**src/rtl/axi4_lite_pkg.sv**
```systemverilog
// Shared types and the byte-strobe merge helper for the AXI4-Lite write manager.
package axi4_lite_pkg;

  typedef enum logic [1:0] {
    RESP_OKAY   = 2'b00,
    RESP_SLVERR = 2'b10
  } resp_t;

  typedef enum logic [1:0] {
    IDLE  = 2'b00,
    WRITE = 2'b01,
    RESP  = 2'b10
  } write_state_t;

  // The merge works on a fixed maximum width; callers zero-extend and slice.
  localparam int MAX_DATA_SIZE = 256;
  localparam int MAX_STRB_SIZE = MAX_DATA_SIZE / 8;

  function automatic logic [MAX_DATA_SIZE-1:0] strobe_merge(
    input logic [MAX_DATA_SIZE-1:0] old_word,
    input logic [MAX_DATA_SIZE-1:0] new_word,
    input logic [MAX_STRB_SIZE-1:0] strb
  );
    logic [MAX_DATA_SIZE-1:0] merged;
    merged = old_word;
    for (int b = 0; b < MAX_STRB_SIZE; b++) begin
      if (strb[b]) begin
        merged[b*8 +: 8] = new_word[b*8 +: 8];
      end else begin
        merged[b*8 +: 8] = old_word[b*8 +: 8];
      end
    end
    return merged;
  endfunction

endpackage

```
**src/rtl/axi4_lite_channel_slot.sv**
```systemverilog
// One-entry channel hold register with a valid flag, registered ready and clear.
module axi4_lite_channel_slot #(
  parameter int WIDTH = 32
) (
  input  logic             clk_i,
  input  logic             rst_clk_ni,
  input  logic             valid_i,
  input  logic [WIDTH-1:0] data_i,
  input  logic             enable_i,
  input  logic             clear_i,
  output logic             ready_o,
  output logic             full_o,
  output logic             full_next_o,
  output logic [WIDTH-1:0] data_o
);

  logic             full_r;
  logic             ready_r;
  logic [WIDTH-1:0] data_r;
  logic             capture_s;

  // Next fill state; ready only opens when the slot is empty, so clear and capture never coincide
  always_comb begin
    capture_s = valid_i && ready_r;
    if (clear_i) begin
      full_next_o = 1'b0;
    end else if (capture_s) begin
      full_next_o = 1'b1;
    end else begin
      full_next_o = full_r;
    end
  end

  // Slot state, held payload and registered ready
  always_ff @(posedge clk_i or negedge rst_clk_ni) begin
    if (!rst_clk_ni) begin
      full_r  <= 1'b0;
      ready_r <= 1'b0;
      data_r  <= '0;
    end else begin
      full_r  <= full_next_o;
      ready_r <= enable_i && !full_next_o;
      if (capture_s) begin
        data_r <= data_i;
      end
    end
  end

  assign ready_o = ready_r;
  assign full_o  = full_r;
  assign data_o  = data_r;

endmodule

```
**src/rtl/axi4_lite_write_manager.sv**
```systemverilog
// AXI4-Lite write subordinate committing to a register bank.
// Optional AXI4_LITE_WRITE_STROBE_EN enables per-byte write strobes.
module axi4_lite_write_manager #(
  parameter int ADDRESS_SIZE = 32,
  parameter int DATA_SIZE    = 32,
  parameter int NUM_REGS     = 4
) (
  input  logic                          clk_i,
  input  logic                          rst_clk_ni,
  input  logic [ADDRESS_SIZE-1:0]       write_address_i,
  input  logic                          write_address_valid_i,
  output logic                          write_address_ready_o,
  input  logic [DATA_SIZE-1:0]          write_data_i,
  input  logic [DATA_SIZE/8-1:0]        write_strobe_i,
  input  logic                          write_data_valid_i,
  output logic                          write_data_ready_o,
  output logic [1:0]                    write_response_o,
  output logic                          write_response_valid_o,
  input  logic                          write_response_ready_i,
  output logic [NUM_REGS*DATA_SIZE-1:0] registers_o,
  output logic [NUM_REGS-1:0]           register_write_pulse_o
);
  import axi4_lite_pkg::*;

  localparam int STRB_SIZE = DATA_SIZE / 8;
  localparam int IDX_W     = (NUM_REGS > 1) ? $clog2(NUM_REGS) : 1;
  localparam int W_WIDTH   = DATA_SIZE + STRB_SIZE;

  write_state_t             state_r;
  write_state_t             state_next_s;
  logic                     clear_s;
  logic                     aw_full_s, aw_full_next_s;
  logic                     w_full_s, w_full_next_s;
  logic [ADDRESS_SIZE-1:0]  aw_addr_s;
  logic [W_WIDTH-1:0]       w_slot_s;
  logic [DATA_SIZE-1:0]     w_data_s;
  logic [STRB_SIZE-1:0]     w_strb_s;
  logic [IDX_W-1:0]         index_s;
  logic [ADDRESS_SIZE-1:0]  upper_s;
  resp_t                    resp_s;
  logic [DATA_SIZE-1:0]     commit_word_s;
  logic [DATA_SIZE-1:0]     bank_r [NUM_REGS];
  logic [NUM_REGS-1:0]      pulse_r;
  logic                     bvalid_r;
  resp_t                    bresp_r;
  logic                     unused_s;

  axi4_lite_channel_slot #(.WIDTH(ADDRESS_SIZE)) u_aw_slot (
    .clk_i       (clk_i),
    .rst_clk_ni  (rst_clk_ni),
    .valid_i     (write_address_valid_i),
    .data_i      (write_address_i),
    .enable_i    (state_next_s == IDLE),
    .clear_i     (clear_s),
    .ready_o     (write_address_ready_o),
    .full_o      (aw_full_s),
    .full_next_o (aw_full_next_s),
    .data_o      (aw_addr_s)
  );

  axi4_lite_channel_slot #(.WIDTH(W_WIDTH)) u_w_slot (
    .clk_i       (clk_i),
    .rst_clk_ni  (rst_clk_ni),
    .valid_i     (write_data_valid_i),
    .data_i      ({write_strobe_i, write_data_i}),
    .enable_i    (state_next_s == IDLE),
    .clear_i     (clear_s),
    .ready_o     (write_data_ready_o),
    .full_o      (w_full_s),
    .full_next_o (w_full_next_s),
    .data_o      (w_slot_s)
  );

  assign w_data_s = w_slot_s[DATA_SIZE-1:0];
  assign w_strb_s = w_slot_s[W_WIDTH-1:DATA_SIZE];

  // State register
  always_ff @(posedge clk_i or negedge rst_clk_ni) begin
    if (!rst_clk_ni) begin
      state_r <= IDLE;
    end else begin
      state_r <= state_next_s;
    end
  end

  // Next state; the full_next terms let a same-edge AW+W capture start WRITE directly
  always_comb begin
    state_next_s = state_r;
    clear_s      = 1'b0;
    case (state_r)
      IDLE: begin
        if (aw_full_next_s && w_full_next_s) begin
          state_next_s = WRITE;
        end else begin
          state_next_s = IDLE;
        end
      end
      WRITE: begin
        state_next_s = RESP;
      end
      RESP: begin
        if (write_response_ready_i) begin
          state_next_s = IDLE;
          clear_s      = 1'b1;
        end else begin
          state_next_s = RESP;
        end
      end
      default: begin
        state_next_s = IDLE;
      end
    endcase
  end

  // Address decode and the word to commit
`ifdef AXI4_LITE_WRITE_STROBE_EN
  logic [MAX_DATA_SIZE-1:0] old_ext_s, new_ext_s, merged_s;
  logic [MAX_STRB_SIZE-1:0] strb_ext_s;
`endif
  always_comb begin
    index_s = aw_addr_s[IDX_W+1:2];
    upper_s = aw_addr_s >> (IDX_W + 2);
    if ((upper_s == '0) && (int'(index_s) < NUM_REGS)) begin
      resp_s = RESP_OKAY;
    end else begin
      resp_s = RESP_SLVERR;
    end
`ifdef AXI4_LITE_WRITE_STROBE_EN
    old_ext_s  = '0;
    new_ext_s  = '0;
    strb_ext_s = '0;
    old_ext_s[DATA_SIZE-1:0] = bank_r[index_s];
    new_ext_s[DATA_SIZE-1:0] = w_data_s;
    strb_ext_s[STRB_SIZE-1:0] = w_strb_s;
    merged_s      = strobe_merge(old_ext_s, new_ext_s, strb_ext_s);
    commit_word_s = merged_s[DATA_SIZE-1:0];
    unused_s      = ^{aw_addr_s[1:0], aw_full_s, w_full_s};
`else
    commit_word_s = w_data_s;
    unused_s      = ^{aw_addr_s[1:0], w_strb_s, aw_full_s, w_full_s};
`endif
  end

  // Register bank, commit pulses and B channel
  always_ff @(posedge clk_i or negedge rst_clk_ni) begin
    if (!rst_clk_ni) begin
      for (int k = 0; k < NUM_REGS; k++) begin
        bank_r[k] <= '0;
      end
      pulse_r  <= '0;
      bvalid_r <= 1'b0;
      bresp_r  <= RESP_OKAY;
    end else begin
      pulse_r <= '0;
      case (state_r)
        WRITE: begin
          bvalid_r <= 1'b1;
          bresp_r  <= resp_s;
          if (resp_s == RESP_OKAY) begin
            bank_r[index_s]  <= commit_word_s;
            pulse_r[index_s] <= 1'b1;
          end
        end
        RESP: begin
          if (write_response_ready_i) begin
            bvalid_r <= 1'b0;
          end
        end
        default: begin
        end
      endcase
    end
  end

  for (genvar k = 0; k < NUM_REGS; k++) begin : g_regs
    assign registers_o[k*DATA_SIZE +: DATA_SIZE] = bank_r[k];
  end

  assign register_write_pulse_o = pulse_r;
  assign write_response_valid_o = bvalid_r;
  assign write_response_o       = bresp_r;

endmodule

```
**config.mk**
```make
export PLATFORM = sky130hd
export DESIGN_NAME = axi4_lite_write_manager
export DESIGN_NICKNAME = d
export VERILOG_FILES = /design/src/rtl/axi4_lite_pkg.sv /design/src/rtl/axi4_lite_channel_slot.sv /design/src/rtl/axi4_lite_write_manager.sv
export SDC_FILE = /design/constraint.sdc
export NUM_CORES = 1
export LEC_CHECK = 0
export CORE_UTILIZATION = 49
export DETAILED_ROUTE_END_ITERATION = 12
export GPL_TIMING_DRIVEN = 0
export PLACE_DENSITY = 0.82
export SLEW_MARGIN = 15
export SYNTH_ARGS = -nofsm -noshare
export SYNTH_HDL_FRONTEND = slang
export SYNTH_SLANG_ARGS = --single-unit
```
**constraint.sdc**
```tcl
create_clock -name clk_i -period 2.7 [get_ports clk_i]
set_clock_uncertainty 0.1 [all_clocks]
set_input_delay 0.27 -clock clk_i [delete_from_list [all_inputs] [get_ports clk_i]]
set_output_delay 0.27 -clock clk_i [all_outputs]
set_load 0.1 [all_outputs]
```
==> impl_results.md <==
- Post-Layout Cell Count: 918
- Top cell type's share of synthesized area: 0.625
- Post-synth ARST share: 1.00
- Synth top cells by count: 202 x dfrtp_1, 98 x mux2_2, 90 x mux2_4, 9 x buf_8, 9 x nor4_1
- H-tree level count: 1
- Starting DRC count in detailed routing: 178
- Tot Pwr: 8.37 mW
- Global route overflow: 0
- Hold WS: 285 ps
- DP Cell Count: 877
- Top_reg_cell synth: dfrtp_1
- Final Max Tran Viols: 0
- R2R setup slack: 130 ps
- EDFF count, synth: 0
- Largest net degree at the start of global routing: 111
- Worst setup SP type: flip-flop
- #FFs+latches synth: 202
- Clk root buf: clkbuf_16
- Area Overhead vs Synth: 38.1%
- Final HPWL DP: 12100 um
- Slew headroom: 0.290
- Starting Density: 0.505
- Avg Inst Size Synth: 17.6 um2
- Comb power frac: 0.150
- Clk pwr share: 0.361
- Share of cells above drive strength 1: 0.358
- Site Rows: 46
- Post-synthesis sequential area ratio: 0.625
- Post-Route WL: 18100 um
- Final net count: 759
- IO Pins: 210
- Die ar.: 17000 um2
- CTS tree: yes
- Clock buffer depth: 3
- Area of the core: 16000 um2
- Worst ir drop on vdd: 0.724 mV
- Antenna violations before repair: 0
- Global-route wire length before repair: 27900 um
- Setup TNS: 0 ps
- Main area contributors after synthesis: dfrtp_1 63%, mux2_4 17%, mux2_2 14%, buf_8 1.7%, nor4_4 1.1%
- Crit path time final: 2570 ps
- Die Height: 130 um
- Count of clock tree sinks: 202
- RSZ-0062 raised after global routing: false
- Post-synth cell types: 28
- CTS resizes: 0
- Finish-stage setup viols: 0
- Max cap viols: 0
- Mapped cell area: 8080 um2
- Worst-Margin Slew: 1060 ps
- WP data arrival: 2840 ps
- CTS buffer count: 22
- GP Congestion: 0.749
- Cell count after synthesis: 458
- Sequential power share: 0.490
- Status: completed
- Routed Antenna Nets: 0
- Switch share: 0.273
- Clock latency on the worst-skew pair: 490 ps
- Setup bufs post-CTS: 0
- DRT Pass-1 Iters: 4
- Count leader, synth: dfrtp_1
- Worst-path clk slew: 60 ps
- Crit path capture type: flip-flop
- Via count: 4711
- Worst setup path class: reg2reg
- Die width: 130 um
- Syn nets: 531
- Static Leak: 5.03 nW
- Antenna Cells: 0
- GRT Total Usage: 0.214
- Vias in the first global route: 4992
- Crit Path Max Fanout: 10
- Fill cells: 1081
- Req. time, crit path: 2970 ps
- Worst min path class: in2async
- Synthesis Warnings: 0
- Number of I/O port buffers: 202
- FMAX: 0.389 GHz
- Power Dens Cells: 750 nW/um2
- Internal power: 6.08 mW
- DRC viols: 0
- DR WL/cell: 19.7 um
- Pre-CTS WS: 90.8 ps
- Sw power: 2.29 mW
- DR vias/cell: 5.13
- Final Hold Fails: 0
- Yosys top cell by area: dfrtp_1
- Final WS setup: 132 ps
- Final Cycle Share: 0.951
-- critical path, cell delays in order (launching register included) --
cell and delay [ps]:
dfrtp_1 380, nor4_2 400, nand4_4 300, nor4_4 680, buf_8 260, mux2_4 320
-- registers in the layout, summed over array words and instances (netlist names) --
signal,flops
write_response_o,1
registers_o,128
u_w_slot.data_o,32
u_w_slot.full_o,1
write_response_valid_o,1
register_write_pulse_o,4
u_aw_slot.data_o,30
u_aw_slot.ready_o,1
state_r,2
u_w_slot.ready_o,1
u_aw_slot.full_o,1
-- per-layer routing --
| metal | vias to the layer above | track usage | routed length [um] |
|---|---|---|---|
| met4 | 0 | 0.0494 | 259 |
| met5 | - | 0 | 0 |
| li1 | 2107 | - | - |
| met2 | 142 | 0.366 | 9120 |
| met1 | 2442 | 0.281 | 7530 |
| met3 | 20 | 0.0460 | 1170 |
-- logic make-up (layout without fill, tap and decap cells) --
kind of cell	Yosys count	in the layout	share of synthesized area
flops	202	202	0.625
other cells	1	1	0.000464
mux	190	190	0.307
buf+inv	21	265	0.0232
simple gates	36	36	0.0385
compound gates	8	8	0.00588
-- timing repair --
action	4_1_cts	5_1_grt
setup endpoints to repair	0	1
hold endpoints to repair	92	0
hold buffers	1	0
-- layout make-up --
class	count	area, um2	share of cell area
buffer	19	180	0.0161
multi-input combinational	235	2840	0.254
timing repair buffer	204	2060	0.185
clock inverter	10	103	0.00919
tap	216	270	0.0242
inverter	2	7.51	0.000673
clock buffer	30	642	0.0575
sequential	202	5050	0.453
-- through the flow --
step | utilization | cell area (um2)
4_1_cts | 0.698 | 11200
6_report | 0.698 | 11200
3_5_place_dp | 0.650 | 10400
3_3_place_gp | 0.648 | 10400
5_1_grt | 0.698 | 11200
2_1_floorplan | - | 8080
-- power groups by stage --
stage	Combinational [mW]	Sequential [mW]	Clock (mW)
floorplan	0.770	4.14	0
global placement	1.20	4.08	0
detailed placement	1.26	4.15	0
CTS	1.27	4.10	3.08
global route	1.36	4.19	3.21
finish	1.25	4.10	3.02
-- worst paths after layout --
path	from	to	depth (start not counted)
hold / removal	rst_clk_ni	registers_o[4]$_DFFE_PN0P_	2
setup / recovery	u_aw_slot.data_o[4]$_DFFE_PN0P_	registers_o[125]$_DFFE_PN0P_	5
max in group asynchronous	rst_clk_ni	u_aw_slot.data_o[22]$_DFFE_PN0P_	3
setup reg to reg	u_aw_slot.data_o[4]$_DFFE_PN0P_	registers_o[125]$_DFFE_PN0P_	5
hold reg to reg	registers_o[21]$_DFFE_PN0P_	registers_o[21]$_DFFE_PN0P_	1
min in group clk_i	write_address_i[18]	u_aw_slot.data_o[18]$_DFFE_PN0P_	2
-- cells in the final DEF (no fill, tap or decap), drive strengths merged --
cell type / instances
nand3b: 2
and2b: 1
or4: 3
dlygate4sd3: 1
nor3: 1
o22a: 1
bufinv: 2
a21oi: 4
clkinv: 7
o21ai: 1
nand3: 1
inv: 2
dfrtp: 202
a31oi: 2
clkinvlp: 1
nor4: 17
clkdlybuf4s50: 201
mux2: 190
conb: 1
nand2: 6
clkbuf: 33
nand2b: 1
nand4: 2
nor2: 2
buf: 18
(Power assumes the default switching activity.)
